--- config.mk ---
export PLATFORM = sky130hd
export DESIGN_NAME = rf_wb_arbiter
export DESIGN_NICKNAME = d
export VERILOG_FILES = /design/src/rtl/rf_wb_arbiter.sv
export SDC_FILE = /design/constraint.sdc
export NUM_CORES = 1
export LEC_CHECK = 0
export ABC_AREA = 1
export CORE_MARGIN = 2
export CORE_UTILIZATION = 50
export CTS_CLUSTER_SIZE = 28
export DETAILED_ROUTE_END_ITERATION = 16
export DONT_BUFFER_PORTS = 1
export PLACE_DENSITY_LB_ADDON = 0.05
export SLEW_MARGIN = 20
export SYNTH_ARGS = -nofsm -noshare
export SYNTH_HDL_FRONTEND = slang
export SYNTH_SLANG_ARGS = --single-unit
--- constraint.sdc ---
create_clock -name clk -period 2.8 [get_ports clk]
set_input_delay 0.7 -clock clk [delete_from_list [all_inputs] [get_ports clk]]
set_output_delay 0.7 -clock clk [all_outputs]
set_load 0.1 [all_outputs]
--- src/rtl/rf_wb_arbiter.sv ---
// rf_wb_arbiter: lets two writeback requesters share the single register-file
// write port. The requesters are ALU results (a_*) and load data (m_*).
// Loads win by default. The ALU gets the port after STARVE_MAX consecutive
// losses. WE3/A3/WD3/grant_m are registered and drive the register file
// directly. Nothing is buffered: a request that loses arbitration waits at
// its source.
module rf_wb_arbiter #(
  parameter int unsigned DATA_W     = 32,
  parameter int unsigned ADDR_W     = 5,
  parameter int unsigned STARVE_MAX = 3
) (
  input  logic              clk,
  input  logic              rst,
  input  logic              a_valid,
  output logic              a_ready,
  input  logic [ADDR_W-1:0] a_addr,
  input  logic [DATA_W-1:0] a_data,
  input  logic              m_valid,
  output logic              m_ready,
  input  logic [ADDR_W-1:0] m_addr,
  input  logic [DATA_W-1:0] m_data,
  output logic              WE3,
  output logic [ADDR_W-1:0] A3,
  output logic [DATA_W-1:0] WD3,
  output logic              grant_m
);

  // Guard against a zero-width counter if STARVE_MAX is ever set to 0.
  localparam int unsigned CNT_W = (STARVE_MAX < 1) ? 1 : $clog2(STARVE_MAX + 1);
  localparam logic [CNT_W-1:0] STARVE_LIM = CNT_W'(STARVE_MAX);

  logic [CNT_W-1:0]  starve_q, starve_d;
  logic              a_xfer, m_xfer, any_xfer;
  logic              a_aged;
  logic [ADDR_W-1:0] sel_addr;
  logic [DATA_W-1:0] sel_data;

  logic              we3_q, we3_d;
  logic [ADDR_W-1:0] a3_q, a3_d;
  logic [DATA_W-1:0] wd3_q, wd3_d;
  logic              grant_m_q, grant_m_d;

  // Arbitration. ready depends only on both valids and the age count, never on
  // a payload. Both readies are forced low while reset is asserted.
  always_comb begin
    a_aged  = (starve_q == STARVE_LIM);
    a_ready = rst & a_valid & (~m_valid | a_aged);
    m_ready = rst & m_valid & (~a_valid | ~a_aged);
  end

  // Transfer decode and selection of the winning payload.
  always_comb begin
    a_xfer   = a_valid & a_ready;
    m_xfer   = m_valid & m_ready;
    any_xfer = a_xfer | m_xfer;
    sel_addr = m_xfer ? m_addr : a_addr;
    sel_data = m_xfer ? m_data : a_data;
  end

  // Age count: counts ALU losses and saturates at the limit. It clears once
  // the ALU is served or stops asking.
  always_comb begin
    starve_d = starve_q;
    if (!a_valid || a_xfer) begin
      starve_d = '0;
    end else if (starve_q != STARVE_LIM) begin
      starve_d = starve_q + CNT_W'(1);
    end
  end

  // Next write-port state. A transfer to x0 is accepted but does not write,
  // so the previous A3/WD3/grant_m are kept.
  always_comb begin
    we3_d     = 1'b0;
    a3_d      = a3_q;
    wd3_d     = wd3_q;
    grant_m_d = grant_m_q;
    if (any_xfer && (sel_addr != '0)) begin
      we3_d     = 1'b1;
      a3_d      = sel_addr;
      wd3_d     = sel_data;
      grant_m_d = m_xfer;
    end
  end

  // State registers, cleared asynchronously on reset.
  always_ff @(posedge clk or negedge rst) begin
    if (!rst) begin
      starve_q  <= '0;
      we3_q     <= 1'b0;
      a3_q      <= '0;
      wd3_q     <= '0;
      grant_m_q <= 1'b0;
    end else begin
      starve_q  <= starve_d;
      we3_q     <= we3_d;
      a3_q      <= a3_d;
      wd3_q     <= wd3_d;
      grant_m_q <= grant_m_d;
    end
  end

  // Registered write port to the register file.
  always_comb begin
    WE3     = we3_q;
    A3      = a3_q;
    WD3     = wd3_q;
    grant_m = grant_m_q;
  end

endmodule
==> results.json <==
{
  "dieArea_sq_um": 4980,
  "num_rows": 24,
  "timing.rr.end": "WD3[10]",
  "fmax_ghz": 0.425,
  "die_w_um": 70.6,
  "synth_nets": 400,
  "top_usage_layer": "met2",
  "clock-sinks": 41,
  "synth_cell_type_count": 22,
  "cp_max_fo": 13,
  "drt_iter0_markers": 67,
  "crit_type": "reg2out",
  "period_needed_ns": 2.35,
  "grt_util_met3_pct": 7.83,
  "final_cell_mix": "189 x nand2_1, 41 x dfrtp_1, 39 x nand3_1",
  "grt_use_met1_pct": 26.0,
  "startpoint_type": "flip-flop",
  "p_leak_nw": 1.38,
  "multi_input_area_sq_um": 1020,
  "grt_max_degree": 45,
  "antenna_found_initial": 0,
  "synthToLayoutAreaGrowth_pct": 4.52,
  "ys_warn_count": 0,
  "hold_class": "in2async",
  "setup_slack_ns": 0.447,
  "syn_area_sq_um": 2210,
  "coreArea_sq_um": 4320,
  "timing.hold.ws_ns": 0.0948,
  "clock_skew_ns": 0.00337,
  "cts_max_path_buffers": 2,
  "slew_violations": 0,
  "cts_root_buffer": "clkbuf_8",
  "clkSlewWorstSetupHoldPaths_ns": 0.07,
  "finalCritPeriodShare_pct": 84.0,
  "ys_seq_elements": 41,
  "htree_levels": 2,
  "synthCells": 321,
  "gr-usage-met2_pct": 34.3,
  "total_power_mw": 2.46,
  "cp_top_family": "buffers and inverters",
  "cp.required_ns": 2.10,
  "ys_seq_area_share_pct": 46.3,
  "cap_violations": 0,
  "relSlewSlack_pct": 37.8,
  "worstMarginPinSlew_ns": 0.933,
  "cp_num_buf_inv": 2,
  "pre_cts_ws_ns": 0.410,
  "postCtsSetupRepairBufs": 0,
  "cts_tree": "yes",
  "drc": 0,
  "hold_buffers": 0,
  "cpPeakStageDelay_ns": 0.40,
  "cpMaxStageDelayCell": "dfrtp_1",
  "final_hold_viol_count": 0,
  "r2r_start": "starve_q[0]",
  "end_kind": "output pin",
  "reg2reg_depth": 10,
  "post_drt_via_cell_ratio": 5.04,
  "rsz0062_at_grt": "no",
  "gp_congestion": 0.788,
  "avgSynthCellArea_sq_um": 6.90,
  "seqCellArea_sq_um": 1030,
  "filler_cell_count": 464,
  "overflow": 0,
  "reg2reg_slack_ns": 0.57,
  "clk_latency_ns": 0.29,
  "layout_commonest_cell": "nand2_1",
  "crit_chain": "ha_1 -> nand2_2 -> inv_1 -> nor2_4 -> buf_4",
  "setup_viol": 0,
  "cts-resized-gates": 0,
  "grt_pass1_vias": 1708,
  "numPortBuffers": 0,
  "ant_nets": 0,
  "ioPinCount": 119,
  "vias": 1866,
  "drt-pass1-iter-count": 4,
  "fp.dieH_um": 70.6,
  "peakVddDrop_mv": 0.438,
  "diodes": 0,
  "cts_made_buffers": 5,
  "final_layout_size_suffix_gt1_share_pct": 7.23,
  "grt_pass1_wl_mm": 8.27,
  "run_status": "complete, no violations",
  "hpwlAfterDp_mm": 3.64,
  "wire_per_inst_um": 13.5,
  "p_per_area_nw_per_um2": 1060,
  "wl_mm": 4.98,
  "final_nets": 398,
  "tns_ns": 0,
  "track_usage_pct": 21.0,
  "start_util_pct": 51.2,
  "cp_data_arrival_time_ns": 1.65
}
## worst max path at each step
stage,start,to,slack [ns],cells after the start
final,starve_q[0],m_ready,0.45,5
after floorplan,a_valid,m_ready,0.06,4
after global placement,rst,WD3[4],0.45,10
after global routing,starve_q[0],WD3[30],0.29,10
after detailed placement,rst,WD3[10],0.41,10
after CTS,starve_q[0],m_ready,0.43,5
## cell usage after synthesis
library cell / count / area, sq um
buf_1: 1 / 3.75
buf_2: 6 / 30.0
buf_4: 2 / 15.0
buf_6: 3 / 33.8
clkbuf_1: 5 / 18.8
clkinv_1: 1 / 3.75
dfrtp_1: 41 / 1030
ha_1: 1 / 12.5
inv_1: 16 / 60.1
inv_2: 1 / 3.75
nand2_1: 189 / 709
nand2_2: 3 / 18.8
nand3_1: 39 / 195
nand3b_1: 1 / 7.51
nand4_1: 1 / 6.26
nor2_1: 4 / 15.0
nor2_4: 1 / 11.3
o21a_1: 1 / 7.51
o21ai_0: 2 / 10.0
o21ai_2: 1 / 8.76
o21bai_2: 1 / 11.3
or2_2: 1 / 6.26
## routing by layer
| layer | share of wire (%) | vias to the layer above |
|---|---|---|
| li1 | - | 973 |
| met1 | 42 | 807 |
| met2 | 48 | 80 |
| met3 | 9.5 | 6 |
| met4 | 1.1 | 0 |
| met5 | 0 | - |
## final cells by class
class                           count  share of cell area, %
Tap cell                           52                   2.81
Inverter                           18                   2.92
Clock inverter                      1                  0.216
Multi-Input combinational cell    245                   44.2
Sequential cell                    41                   44.3
Timing Repair Buffer                8                   2.59
Clock buffer                        5                   2.97
## logic make-up (layout without fill, tap and decap cells)
family	after synthesis	in the layout	share of synthesized area, %
and+or+nand+nor	239	239	43.8
DFF	41	41	46.3
buffers and inverters	35	32	7.63
AOI/OAI and AO/OA	5	5	1.70
adders and majority gates	1	1	0.565
## power by group
part	switching [mW]	internal, mW	total (mW)
logic	0.206	0.121	0.327
registers	1.07	0.709	1.78
clock network	0.189	0.164	0.353
## flip-flops by register name (all words and copies together) (netlist names)
signal and cells:
WE3 1, WD3 32, A3 5, starve_q 2, grant_m 1
## stage by stage
step | utilization, % | cells | instance area (sq um)
2_1_floorplan | - | 321 | 2220
3_3_place_gp | 51.8 | 364 | 2240
3_5_place_dp | 51.8 | 364 | 2240
4_1_cts | 53.5 | 370 | 2310
5_1_grt | 53.5 | 370 | 2310
6_report | 53.5 | 370 | 2310
No activity file was read; power rests on OpenSTA's default activity.
